--- src/rtl/uart_pkg.sv ---
// Shared definitions for the UART receive path: sequencer state encoding and default byte width.
package uart_pkg;

    localparam int WIDTH_DEF = 8;

    typedef enum logic [2:0] {
        S_IDLE  = 3'd0,
        S_ARM   = 3'd1,
        S_WAIT  = 3'd2,
        S_CAPT  = 3'd3,
        S_RECOV = 3'd4
    } rx_state_e;

endpackage

--- src/rtl/uart_rx_fifo.sv ---
// Small circular RX FIFO, DEPTH x WIDTH, first-word fall-through head; pop frees a slot before push.
module uart_rx_fifo #(
    parameter int WIDTH = 8,
    parameter int DEPTH = 4,
    parameter int AW    = 2
) (
    input  logic             clk,
    input  logic             rst_n,
    input  logic             push,
    input  logic [WIDTH-1:0] wdata,
    input  logic             pop,
    output logic [WIDTH-1:0] rdata,
    output logic             empty,
    output logic             full,
    output logic [AW:0]      level
);

    logic [WIDTH-1:0] mem [DEPTH];
    logic [AW-1:0]    wr_ptr;
    logic [AW-1:0]    rd_ptr;
    logic             pop_ok;
    logic             push_ok;

    assign empty   = (level == '0);
    assign full    = (level == (AW+1)'(DEPTH));
    assign pop_ok  = pop & ~empty;
    assign push_ok = push & (~full | pop_ok);
    // Head is gated so the port reads zero whenever nothing is stored.
    assign rdata   = empty ? '0 : mem[rd_ptr];

    always_ff @(posedge clk) begin
        if (!rst_n) begin
            wr_ptr <= '0;
            rd_ptr <= '0;
            level  <= '0;
        end else begin
            if (push_ok) begin
                mem[wr_ptr] <= wdata;
                wr_ptr      <= wr_ptr + AW'(1);
            end
            if (pop_ok)
                rd_ptr <= rd_ptr + AW'(1);
            level <= level + (AW+1)'(push_ok) - (AW+1)'(pop_ok);
        end
    end

endmodule

--- src/rtl/uart_rx_ctrl.sv ---
// UART receive sequencer: arms the receiver on a start bit, captures its byte into the RX FIFO, recovers hung frames.
// Optional idle-timeout interrupt is built when UART_RX_TIMEOUT_EN is defined.
module uart_rx_ctrl
    import uart_pkg::*;
#(
    parameter int WIDTH      = WIDTH_DEF,
    parameter int DEPTH      = 4,
    parameter int AW         = 2,
    parameter int WDOG_TICKS = 12
`ifdef UART_RX_TIMEOUT_EN
   ,parameter int IDLE_TICKS = 32
`endif
) (
    input  logic             clk,
    input  logic             rst_n,
    input  logic             baud_tick,
    input  logic             ctrl_en,
    input  logic             rx_line,
    input  logic             rx_busy,
    input  logic             rx_done,
    input  logic [WIDTH-1:0] rx_byte,
    output logic             rx_en,
    output logic             rx_rst,
    input  logic             rd_en,
    output logic [WIDTH-1:0] rd_data,
    output logic             empty,
    output logic             full,
    output logic [AW:0]      level,
    output logic             overrun,
    output logic             frame_err,
`ifdef UART_RX_TIMEOUT_EN
    output logic             timeout,
`endif
    input  logic             clr_err,
    output logic             irq
);

    localparam int WW = $clog2(WDOG_TICKS + 1);

    rx_state_e       state, state_nx;
    logic [WW-1:0]   wdog;
    logic            cap_push;
    logic            ovr_set;
    logic            ferr_set;

    uart_rx_fifo #(.WIDTH(WIDTH), .DEPTH(DEPTH), .AW(AW)) u_fifo (
        .clk   (clk),
        .rst_n (rst_n),
        .push  (cap_push),
        .wdata (rx_byte),
        .pop   (rd_en),
        .rdata (rd_data),
        .empty (empty),
        .full  (full),
        .level (level)
    );

    always_ff @(posedge clk) begin
        if (!rst_n) begin
            state     <= S_IDLE;
            wdog      <= '0;
            overrun   <= 1'b0;
            frame_err <= 1'b0;
        end else begin
            state <= state_nx;
            if (state == S_RECOV)
                wdog <= '0;
            else if (state == S_WAIT && baud_tick && wdog != WW'(WDOG_TICKS))
                wdog <= wdog + WW'(1);
            overrun   <= ovr_set  | (overrun   & ~clr_err);
            frame_err <= ferr_set | (frame_err & ~clr_err);
        end
    end

    always_comb begin
        state_nx = state;
        rx_en    = 1'b0;
        rx_rst   = 1'b0;
        cap_push = 1'b0;
        ovr_set  = 1'b0;
        ferr_set = 1'b0;
        unique case (state)
            S_IDLE: begin
                if (ctrl_en && !rx_line && baud_tick)
                    state_nx = S_ARM;
            end
            S_ARM: begin
                rx_en = 1'b1;
                if (!ctrl_en)
                    state_nx = S_RECOV;
                else if (rx_busy)
                    state_nx = S_WAIT;
            end
            S_WAIT: begin
                rx_en = 1'b1;
                // Software disable abandons the frame without capturing it.
                if (!ctrl_en)
                    state_nx = S_RECOV;
                else if (rx_done)
                    state_nx = S_CAPT;
                else if (wdog == WW'(WDOG_TICKS)) begin
                    ferr_set = 1'b1;
                    state_nx = S_RECOV;
                end
            end
            S_CAPT: begin
                cap_push = 1'b1;
                // A same-cycle pop frees the slot, so only a pop-less full drops the byte.
                ovr_set  = full & ~rd_en;
                state_nx = S_RECOV;
            end
            S_RECOV: begin
                rx_rst   = 1'b1;
                state_nx = S_IDLE;
            end
            default: state_nx = S_IDLE;
        endcase
    end

`ifdef UART_RX_TIMEOUT_EN
    localparam int IW = $clog2(IDLE_TICKS + 1);

    logic [IW-1:0] idle_cnt;
    logic          to_set;

    assign to_set = (state == S_IDLE) && !empty && baud_tick && (idle_cnt == IW'(IDLE_TICKS - 1));

    always_ff @(posedge clk) begin
        if (!rst_n) begin
            idle_cnt <= '0;
            timeout  <= 1'b0;
        end else begin
            if (cap_push || state != S_IDLE || empty)
                idle_cnt <= '0;
            else if (baud_tick && idle_cnt != IW'(IDLE_TICKS))
                idle_cnt <= idle_cnt + IW'(1);
            timeout <= to_set | (timeout & ~clr_err & ~(rd_en & ~empty));
        end
    end

    assign irq = ~empty | overrun | frame_err | timeout;
`else
    assign irq = ~empty | overrun | frame_err;
`endif

endmodule

--- config.mk ---
export PLATFORM = sky130hd
export DESIGN_NAME = uart_rx_ctrl
export DESIGN_NICKNAME = d
export VERILOG_FILES = /design/src/rtl/uart_pkg.sv /design/src/rtl/uart_rx_fifo.sv /design/src/rtl/uart_rx_ctrl.sv
export SDC_FILE = /design/constraint.sdc
export NUM_CORES = 1
export LEC_CHECK = 0
export ABC_AREA = 1
export BUFFER_PORTS_ARGS = -buffer_cell sky130_fd_sc_hd__buf_2
export CAP_MARGIN = 20
export CORE_MARGIN = 4
export CORE_UTILIZATION = 50
export DETAILED_ROUTE_END_ITERATION = 7
export MAX_ROUTING_LAYER = met4
export PLACE_DENSITY = 0.73
export SLEW_MARGIN = 30
export SYNTH_ARGS = -nofsm -noshare
export SYNTH_HDL_FRONTEND = slang
export SYNTH_SLANG_ARGS = --single-unit
--- constraint.sdc ---
create_clock -name clk -period 1.91 [get_ports clk]
set_input_delay 0.382 -clock clk [delete_from_list [all_inputs] [get_ports clk]]
set_output_delay 0.382 -clock clk [all_outputs]
set_load 0.02 [all_outputs]
# Word level (Yosys, flattened, before mapping)
# Memories as Yosys holds them, arrays and structs flattened. A register that Yosys moved wholly into a read port is not among the register bits.
# Index checks and enable logic that the tools add are counted.
[word_totals]
mem_count = 1
word_cells = 69
ramBits = 32
input_bits = 17
register_bits = 16
out_inout_bits = 18
[classes]
n_eq_ne = 10
n_bitwise = 15
add_sub_neg = 5
muxes = 21
n_reduce_logical = 10
[mem_list]
columns = ["name", "depth", "width", "read_ports", "rd_ports_with_merged_regs", "wr", "line_no", "rtl"]
rows = [
  ["u_fifo.mem", 4, 8, 1, 1, 1, "uart_rx_fifo.sv:18", "logic [WIDTH-1:0] mem [DEPTH];"],
]
[op_table]
columns = ["op", "n"]
rows = [
  ["$mux W3", 6],
  ["$pmux W3 S4", 1],
  ["$mux W1", 11],
  ["$mux W8", 1],
  ["$eq A3 B2 Y1 const B", 2],
  ["$eq A3 B3 Y1 const B", 2],
  ["$logic_not A3 Y1", 2],
  ["$and A1 B1 Y1", 5],
  ["$not A1 Y1", 5],
  ["$or A1 B1 Y1", 5],
  ["$add A2 B1 Y2 const B", 2],
  ["$add A4 B1 Y4 const B", 1],
  ["$eq A4 B4 Y1 const B", 1],
  ["$logic_and A1 B1 Y1", 4],
  ["$mux W2", 2],
  ["$ne A4 B3 Y1 const B", 1],
  ["$ne A4 B4 Y1 const B", 1],
  ["$reduce_or A2 Y1", 2],
  ["$add A3 B1 Y3", 1],
  ["$eq A3 B1 Y1 const B", 1],
  ["$ne A3 B3 Y1 const B", 1],
  ["$reduce_and A3 Y1", 1],
  ["$sub A3 B1 Y3", 1],
  ["$ne A2 B2 Y1 const B", 1],
  ["$logic_not A1 Y1", 1],
]

# Longest topological paths before layout
# Gate-level depths: netlist of run 1.
[depth]
word_depth = 8
mapped_depth = 10

# Modules after synthesis
# From an unflattened synthesis of run 1, not the netlist that was laid out.
[hier_totals]
cells_unflattened = 248
hier_area_um2 = 2314.7
[by_module_without_submodules]
columns = ["mod", "area_per_inst_um2", "instances", "cells_each"]
rows = [
  ["uart_rx_fifo", 1766.7, 1, 165],
  ["uart_rx_ctrl", 548.0, 1, 83],
]

# Worst setup path before layout of run 1
# OpenSTA, ideal clock, no wires.
[synth_timing]
path_kind = "register to register"
startpoint = "reg u_fifo.level[1]"
endpoint = "reg u_fifo.level[2]"
t_arrival_ps = 1875
t_required_ps = 1832
n_path_buf = 0
setup_ps = 78
slack_ps = -43
stages_incl_launch_ff = 11
period_less_slack_ps = 1953
cell_sequence = "dfxtp_1 > inv_2 > nand3_1 > nand2_1 > inv_1 > ha_1 > inv_1 > ha_1 > fa_1 > and3_1 > nor3_1"
[synth_between]
elab_chain_len = 7
[synth_lines]
columns = ["element", "line_no", "rtl"]
rows = [
  ["from (decl)", "uart_rx_fifo.sv:15", "output logic [AW:0] level"],
  ["from (signal assigned)", "uart_rx_fifo.sv:43", "level <= level + (AW+1)'(push_ok) - (AW+1)'(pop_ok);"],
  ["$logic_not A3 Y1 (*)", "uart_rx_fifo.sv:24", "assign empty = (level == '0);"],
  ["$not A1 Y1 (*)", "uart_rx_fifo.sv:26", "assign pop_ok = pop & ~empty;"],
  ["$and A1 B1 Y1 (*)", "uart_rx_fifo.sv:26", ""],
  ["net u_fifo.pop_ok", "uart_rx_fifo.sv:21", "logic pop_ok;"],
  ["$or A1 B1 Y1", "uart_rx_fifo.sv:27", "assign push_ok = push & (~full | pop_ok);"],
  ["$and A1 B1 Y1", "uart_rx_fifo.sv:27", ""],
  ["$add A3 B1 Y3", "uart_rx_fifo.sv:43", ""],
  ["$sub A3 B1 Y3 (*)", "uart_rx_fifo.sv:43", ""],
]
# Mark *: on every way through the listed nets, which the timed path passes. The rest lies on a longest branch.
# A chain may end at the register's enable or synchronous reset.

# Final worst setup path of run 1
# Same ends and word-level chain as after synthesis.

==> impl_metrics.json, run 1 <==
{
  "run_status": "finished, final reports clean",
  "fmax_mhz": 545,
  "portBuffers": 34,
  "final_antenna_net_count": 0,
  "nets": 318,
  "wl_met2_um": 2170,
  "synth_largest_area_cell": "edfxtp_1",
  "cp-start-kind": "register",
  "synth_top_area_frac": 0.424,
  "synth-seq-area-share": 0.582,
  "wl_met3_um": 252,
  "via_per_inst": 4.93,
  "final_cell_mix": "nor2_1 (59), buf_2 (33), edfxtp_1 (32)",
  "wl_met1_um": 1700,
  "synth_cell_types": 26,
  "arrival_ps": 2070,
  "n_antenna_cell": 0,
  "skew_ps": 4.90,
  "clk_pin_slew_ps": 90,
  "max_slew_margin": 0.802,
  "grt_max_degree": 18,
  "clock_sinks": 50,
  "whs_path_depth": 1,
  "start_util": 0.517,
  "reg2reg_depth": 10,
  "antenna_found_initial": 0,
  "slew_viol_final": 0,
  "finalSetupTns_ps": 0,
  "cts_root_buf": "clkbuf_8",
  "fin_crit_sh": 0.961,
  "post_dp_cell_area_um2": 2550,
  "avgSynthCellArea_um2": 9.30,
  "clock_path_buffers": 2,
  "final_common_cell": "nor2_1",
  "gp_congestion": 0.890,
  "drt_iter0_drc": 86,
  "dieArea_um2": 5680,
  "r2r_slack_ps": 80,
  "grt_pass1_wl_um": 6580,
  "drc": 0,
  "worst_pin_slew_ps": 296,
  "routed_wl_um": 4140,
  "hp-class": "in2reg",
  "path_class": "reg2reg",
  "power.density_nw_per_um2": 1300,
  "cap_violations": 0,
  "die_y_um": 75.4,
  "drive_gt1_frac": 0.273,
  "ir_drop_mv": 1.13,
  "fp.dieW_um": 75.4,
  "yosys-top-cells-area": "edfxtp_1 (42%), dfxtp_1 (16%), nor2_1 (9.8%)",
  "highest_layer": "met4",
  "end_kind": "register",
  "netlist_area_um2": 2270,
  "hp-start": "rx_byte[4]",
  "worstPathRequired_ps": 2140,
  "area_delta_synth_final_pct": 19.9,
  "tritoncts": "yes",
  "grt_pass1_vias": 1534,
  "cts_made_buffers": 5,
  "ys_warn_count": 0,
  "crit_path_start": "u_fifo.level[1]",
  "syn_nets": 270,
  "min_period_ps": 1830,
  "finalPower_uw": 3540,
  "cts_max_level": 2,
  "final_core_util": 0.620,
  "gr-total-overflow": 0,
  "p_leak_uw": 0.00116,
  "routed-via-count": 1700,
  "clk_latency_ps": 300,
  "hold_path_end": "u_fifo.mem[1][4]",
  "ctsHoldBuffers": 0,
  "first_pass_iters": 4,
  "ys_ff_latch": 50,
  "worstPathMaxFanout": 3,
  "hold_viol_final": 0,
  "placementRows": 24,
  "stdcell_area_um2": 2720,
  "synth_cells": 244,
  "dpl.hpwl_um": 2940,
  "num_io_pins": 35,
  "wire_per_inst_um": 12.0,
  "whs_ps": 285,
  "reg2reg_from": "u_fifo.level[1]",
  "core_um2": 4380,
  "setup_violations": 0,
  "grt_util_all_layers": 0.162,
  "r2r-end": "u_fifo.level[2]"
}
==> per-layer routing <==
| layer | up-vias | GRT usage |
|---|---|---|
| met5 | - | - |
| met4 | 0 | 0.0524 |
| met3 | 2 | 0.0449 |
| met2 | 48 | 0.289 |
| met1 | 762 | 0.174 |
| li1 | 888 | - |
==> power by group <==
group / total, uW / internal, uW / switching [uW]
combinational: 1600 / 592 / 1000
clock: 615 / 262 / 353
sequential: 1330 / 1250 / 81.8
total: 3540 / 2100 / 1440
==> cell usage after synthesis, drive strengths merged <==
master,number
dfxtp,18
buf,3
nand2,25
edfxtp,32
nor2,61
xnor2,1
nand3,11
nor3,3
fa,1
a21oi,16
nand3b,1
clkinv,2
o21ai,23
inv,35
clkbuf,1
xor2,2
and3,1
ha,8
==> kinds of logic (layout without fill, tap and decap cells) <==
group	after synthesis	in the layout	synth area share
AO/OA/AOI/OAI	39	39	0.0860
XOR/XNOR	3	3	0.0116
adder cells (fa/ha/maj)	9	9	0.0530
buffers and inverters	41	90	0.0728
flip-flops	50	50	0.582
AND/OR/NAND/NOR	102	102	0.194
==> state kept, by name, summed over array words and instances, names as in the netlist, named ones only <==
signal and count:
wdog 4, u_fifo.rd_ptr 2, overrun 1, frame_err 1, u_fifo.mem 32, u_fifo.level 3, u_fifo.wr_ptr 2, state 3
==> worst max-delay path by stage <==
stage,end
after floorplan,u_fifo.level[2]
after detailed placement,u_fifo.level[2]
after CTS,u_fifo.level[2]
final,u_fifo.level[2]
after global placement,u_fifo.level[2]
after global routing,u_fifo.level[2]
==> worst max-delay path, cell delays in order, from the launching register on <==
cell and delay, ps:
dfxtp_2 340, inv_2 70, nand3_2 90, nand2_2 90
inv_2 50, ha_4 250, inv_2 40, ha_4 160
fa_2 380, and3_4 170, nor3_2 130
==> stage by stage <==
step                setup slack [ps]  cells
floorplan                       13.9    244
global placement                75.1    334
detailed placement             -23.1    334
CTS                             19.9    342
global route                   -16.5    345
finish                          75.4    345
==> final cells by class <==
type	count	area (um2)
sequential	50	1320
timing repair buffer	45	263
clock inverter	3	23.8
clock buffer	5	68.8
fill	373	1660
multi-input combinational	153	832
inverter	37	144
tap	52	65.1
==> what timing repair did <==
item / CTS / global route
gates resized for setup: 3 / 14
buffers inserted: 0 / 3
setup endpoints to repair: 9 / 10
pin swaps: 0 / 5
(Power assumes the default switching activity.)
==> run 2: changes to the inputs <==
- ABC_CLOCK_PERIOD_IN_PS: not set -> 1910
- CORE_UTILIZATION: 50 -> 53
- CTS_BUF_LIST: not set -> sky130_fd_sc_hd__clkbuf_8
- MAX_ROUTING_LAYER: met4 -> not set
- PLACE_DENSITY: 0.73 -> 0.77
==> run 2 against run 1 <==
- utilization up 4.0 points
- setup slack gained 4.1 ps
- clock-buffer cell count unchanged
- sequential power grew 3%
- sequential share of layout area increased by 1.1 points
- final cell count decreased by 1.4%
- total power decreased by 2.7%
- critical endpoint unchanged
- largest cell class unchanged
==> impl_metrics.json, run 2 (synthesis gave the netlist of run 1 again) <==
{
  "hold_viol_final": 0,
  "fp.dieW_um": 73.4,
  "top_register": "u_fifo.mem",
  "worstPathMaxFanout": 3,
  "num_io_pins": 35,
  "cap_violations": 0,
  "final_core_util": 0.660,
  "whs_ps": 290,
  "area_delta_synth_final_pct": 18.1,
  "max_slew_margin": 0.796,
  "path_class": "reg2reg",
  "core_um2": 4060,
  "routed-via-count": 1679,
  "multiInputGateArea_um2": 817,
  "setup_violations": 0,
  "gp_congestion": 0.909,
  "routed_wl_um": 4170,
  "p_leak_uw": 0.00115,
  "drc": 0,
  "slowest_stage": "dfxtp_4",
  "arrival_ps": 2070,
  "worstPathRequired_ps": 2150,
  "seqCellArea_um2": 1330,
  "crit_chain": "inv_4 -> nand3_4 -> nand2_2 -> inv_1 -> ha_1 -> inv_1 -> ha_2 -> fa_2 -> and3_4 -> nor3_2",
  "grt_max_degree": 17,
  "ctsHoldBuffers": 0,
  "clock_path_buffers": 2,
  "nets": 315,
  "rsz0062_at_grt": "yes",
  "cp_top_family": "adder cells",
  "tritoncts": "yes",
  "clock_sinks": 50,
  "timing.critical_path.buf_inv": 3,
  "ir_drop_mv": 0.969,
  "crit_path_start": "u_fifo.level[1]",
  "stdcell_area_um2": 2680,
  "r2r-end": "u_fifo.level[2]",
  "crit_top_cell": "inv_1",
  "start_util": 0.559,
  "largest_register_ffs": 32,
  "final_common_cell": "nor2_1",
  "gr-total-overflow": 0,
  "cts_root_buf": "clkbuf_8",
  "dpl.hpwl_um": 2980,
  "skew_ps": 6.33,
  "wire_per_inst_um": 12.3,
  "fin_crit_sh": 0.958,
  "min_period_ps": 1830,
  "grt_pass1_vias": 1650,
  "drt_iter0_drc": 48,
  "die_y_um": 73.4,
  "post_dp_cell_area_um2": 2540,
  "final_cell_mix": "nor2_1 (59), buf_2 (34), edfxtp_1 (32)",
  "top_regs": "u_fifo.mem: 32 flops, wdog: 4 flops",
  "final_antenna_net_count": 0,
  "power.density_nw_per_um2": 1290,
  "r2r_slack_ps": 80,
  "first_pass_iters": 7,
  "run_status": "finished, final reports clean",
  "cts_made_buffers": 5,
  "cp.depth": 10,
  "reg2reg_from": "u_fifo.level[1]",
  "grt_util_all_layers": 0.166,
  "cp-start-kind": "register",
  "slew_viol_final": 0,
  "clk_latency_ps": 300,
  "fill_cells": 349,
  "via_per_inst": 4.94,
  "end_kind": "register",
  "fmax_mhz": 546,
  "clk_pin_slew_ps": 90,
  "antenna_found_initial": 0,
  "drive_gt1_frac": 0.255,
  "max_stage_delay_ps": 360,
  "dieArea_um2": 5390,
  "placementRows": 23,
  "reg2reg_depth": 10,
  "worstSetupEndpoint": "u_fifo.level[2]",
  "hp-class": "in2reg",
  "n_antenna_cell": 0,
  "grt_pass1_wl_um": 6770,
  "cts_max_level": 2,
  "worst_pin_slew_ps": 305,
  "portBuffers": 34
}
## run 2: final cells by class
type | count | share of cell area
multi-input combinational | 153 | 0.305
inverter | 37 | 0.0551
sequential | 50 | 0.497
clock inverter | 3 | 0.00607
timing repair buffer | 42 | 0.0873
tap | 50 | 0.0234
clock buffer | 5 | 0.0257
## run 2: per-layer routing
layer,GRT usage,vias up,part of all wire
met4,0.0563,0,0.013
met3,0.0438,6,0.047
met2,0.306,37,0.52
met5,0,-,0
met1,0.184,760,0.42
li1,-,876,-
## run 2: how the worst min path moves through the flow
stage / from / to / cells past startpoint
floorplan: wdog[3] / wdog[3] / 2
global placement: overrun / overrun / 2
detailed placement: overrun / overrun / 2
CTS: rx_byte[4] / u_fifo.mem[1][4] / 1
global route: rx_byte[4] / u_fifo.mem[1][4] / 1
finish: rx_byte[4] / u_fifo.mem[1][4] / 1
## run 2: report_power, final
part,internal (uW),switching (uW)
registers,1260,108
clock network,251,334
logic,527,966
total,2040,1410
## run 2: repair_timing
action | in CTS | in global routing
resized for setup | 3 | 16
endpoints found under the setup margin | 9 | 7
pin swaps | 0 | 2
endpoints found under the hold margin | 0 | 0
setup buffers | 0 | 1
## run 2: metrics by stage
step | TNS (ps) | setup slack (ps) | total power (uW) | instances
final | 0 | 79.5 | 3450 | 340
after global routing | -15.5 | -15.4 | 3710 | 340
after CTS | 0 | 7.18 | 3360 | 339
after detailed placement | 0 | 24.0 | 2760 | 331
after global placement | 0 | 77.2 | 2720 | 331
after floorplan | 0 | 13.9 | 2350 | 244
==> run 3: changes to the inputs <==
- SYNTH_HIERARCHICAL: not set -> 1
==> run 3 against run 2 <==
- synthesized cell count rose by 1.6%
- sequential share of layout area fell by 1.6 points
- register-to-register slack barely moved
- total power fell by 0.22%
- clock-buffer cell count did not move
- clock power rose by 22%
- worst hold slack got worse by 4.5 ps
- largest cell class unchanged
- highest routed layer unchanged
==> impl_metrics.json, run 3 <==
{
  "arrival_ps": 1470,
  "clk_pin_slew_ps": 90,
  "netlist_area_um2": 2310,
  "path_class": "reg2out",
  "gr-total-overflow": 0,
  "start_util": 0.562,
  "worstPathRequired_ps": 1530,
  "synth_cell_types": 26,
  "synth_edf_count": 32,
  "grt_pass1_vias": 1567,
  "stdcell_area_um2": 2760,
  "yosys.area_share.adder": 0.0465,
  "yosys-top-cells-area": "edfxtp_1 (42%), dfxtp_1 (16%), nor2_1 (9.1%)",
  "setup_violations": 0,
  "final_common_cell": "nor2_1",
  "synth_compound_area_frac": 0.0822,
  "slew_viol_final": 0,
  "reg2reg_from": "u_fifo/level[0]",
  "cts_made_buffers": 5,
  "ys.flop_type": "edfxtp_1",
  "synth_largest_area_cell": "edfxtp_1",
  "die_y_um": 74.1,
  "ir_drop_mv": 0.806,
  "worst_pin_slew_ps": 295,
  "core_um2": 4120,
  "wire_per_inst_um": 12.1,
  "dpl.hpwl_um": 3110,
  "first_pass_iters": 4,
  "drive_gt1_frac": 0.259,
  "cap_violations": 0,
  "cts_root_buf": "clkbuf_8",
  "fmax_mhz": 540,
  "hp-class": "in2reg",
  "r2r-end": "u_fifo/level[2]",
  "grt_pass1_wl_um": 6890,
  "async_reset_ff_frac": 0,
  "hold_viol_final": 0,
  "clock_path_buffers": 2,
  "ctsHoldBuffers": 0,
  "max_slew_margin": 0.803,
  "cp-start-kind": "register",
  "final_cell_mix": "nor2_1 (56), buf_2 (32), edfxtp_1 (32)",
  "post_dp_cell_area_um2": 2620,
  "run_status": "finished, final reports clean",
  "whs_ps": 285,
  "synth.top_cells.by_count": "nor2_1 (56), edfxtp_1 (32), inv_1 (29), nand2_1 (29)",
  "r2r_slack_ps": 90,
  "drt_iter0_drc": 93,
  "avgSynthCellArea_um2": 9.33,
  "top_register": "u_fifo/mem",
  "fill_cells": 342,
  "reg2reg_depth": 11,
  "seqCellArea_um2": 1330,
  "fp.dieW_um": 74.1,
  "hp-start": "rx_byte[7]",
  "n_antenna_cell": 0,
  "ys_ff_latch": 50,
  "end_kind": "output port",
  "multiInputGateArea_um2": 840,
  "gp_congestion": 0.881,
  "final_antenna_net_count": 0,
  "drc": 0,
  "largest_register_ffs": 32,
  "dieArea_um2": 5490,
  "grt_util_all_layers": 0.168,
  "p_leak_uw": 0.00119,
  "synth_top_family_by_area": "simple AND/OR/NAND/NOR gates",
  "via_per_inst": 4.94,
  "whs_path_depth": 1,
  "worstPathMaxFanout": 4,
  "routed_wl_um": 4250,
  "syn_nets": 273,
  "hold_path_end": "u_fifo/mem[3][7]",
  "min_period_ps": 1850,
  "num_io_pins": 35,
  "yosysMostFrequentCell": "nor2_1",
  "area_delta_synth_final_pct": 19.3,
  "synth-seq-area-share": 0.571,
  "cts_max_level": 2,
  "synth_cells": 248,
  "synth_xor_area_frac": 0.0114,
  "ys_warn_count": 6,
  "clock_sinks": 50,
  "rsz0062_at_grt": "no",
  "antenna_found_initial": 0,
  "clk_latency_ps": 300,
  "synth-simple-area-share": 0.217,
  "synth_mux_area_frac": 0,
  "skew_ps": 10.0,
  "routed-via-count": 1735,
  "tritoncts": "yes",
  "placementRows": 23,
  "nets": 325,
  "top_regs": "u_fifo/mem: 32 flops, wdog: 4 flops",
  "finalSetupTns_ps": 0,
  "grt_max_degree": 17,
  "portBuffers": 34,
  "power.density_nw_per_um2": 1250,
  "fin_crit_sh": 0.969,
  "synth_top_area_frac": 0.415
}
## run 3: layout make-up
class / count / share of cell area
well taps: 50 / 0.0227
flip-flops and latches: 50 / 0.481
repair buffers: 49 / 0.106
clock buffers: 5 / 0.0249
inverters: 34 / 0.0467
clock inverters: 3 / 0.0150
multi-input cells: 160 / 0.304
## run 3: how the worst max path moves through the flow
stage | startpoint | endpoint | slack, ps | cells past startpoint
after floorplan | state[0] | u_fifo/level[2] | 60 | 8
after global placement | rd_en | u_fifo/level[2] | 140 | 11
after detailed placement | rd_en | u_fifo/level[2] | 90 | 11
after CTS | u_fifo/level[0] | irq | 50 | 5
after global routing | u_fifo/level[0] | u_fifo/level[2] | 10 | 11
final | u_fifo/level[0] | irq | 60 | 5
## run 3: logic make-up after synthesis
group,count (synthesis)
and+or+nand+nor,111
DFF,50
AOI/OAI and AO/OA,38
buffers and inverters,38
adders and majority gates,8
xor gates and xnor gates,3
## run 3: routing by layer
metal | share of wire | global-route usage | up-vias
li1 | - | - | 904
met1 | 0.43 | 0.194 | 775
met2 | 0.50 | 0.300 | 48
met3 | 0.054 | 0.0324 | 8
met4 | 0.019 | 0.0744 | 0
met5 | 0 | 0 | -
## run 3: through the flow
step / util / instances / worst slack, ps / total power (uW)
after floorplan: - / 248 / 62.0 / 2290
after global placement: 0.635 / 342 / 135 / 2650
after detailed placement: 0.635 / 342 / 89.7 / 2670
after CTS: 0.667 / 351 / 45.3 / 3430
after global routing: 0.671 / 351 / 10.6 / 3670
final: 0.671 / 351 / 58.3 / 3440
## run 3: report_power, final
group / internal, uW / switching (uW) / leakage [uW] / total (uW)
registers: 1250 / 82.4 / 0.000436 / 1330
clock network: 385 / 329 / 0.0000556 / 714
logic: 529 / 869 / 0.000696 / 1400
total: 2160 / 1280 / 0.00119 / 3440
## run 3: timing repair
item                                    in CTS  in global routing
endpoints found under the setup margin       1                  7
pin swaps                                    1                  2
resized for setup                            6                  5
buffers inserted                             1                  0
gates cloned                                 0                  0
## run 3: worst max-delay path: stages, from the launching register on
cell,delay [ps]
dfxtp_4,370
nor2_4,140
nand2_4,70
inv_2,70
or3b_4,380
buf_6,140
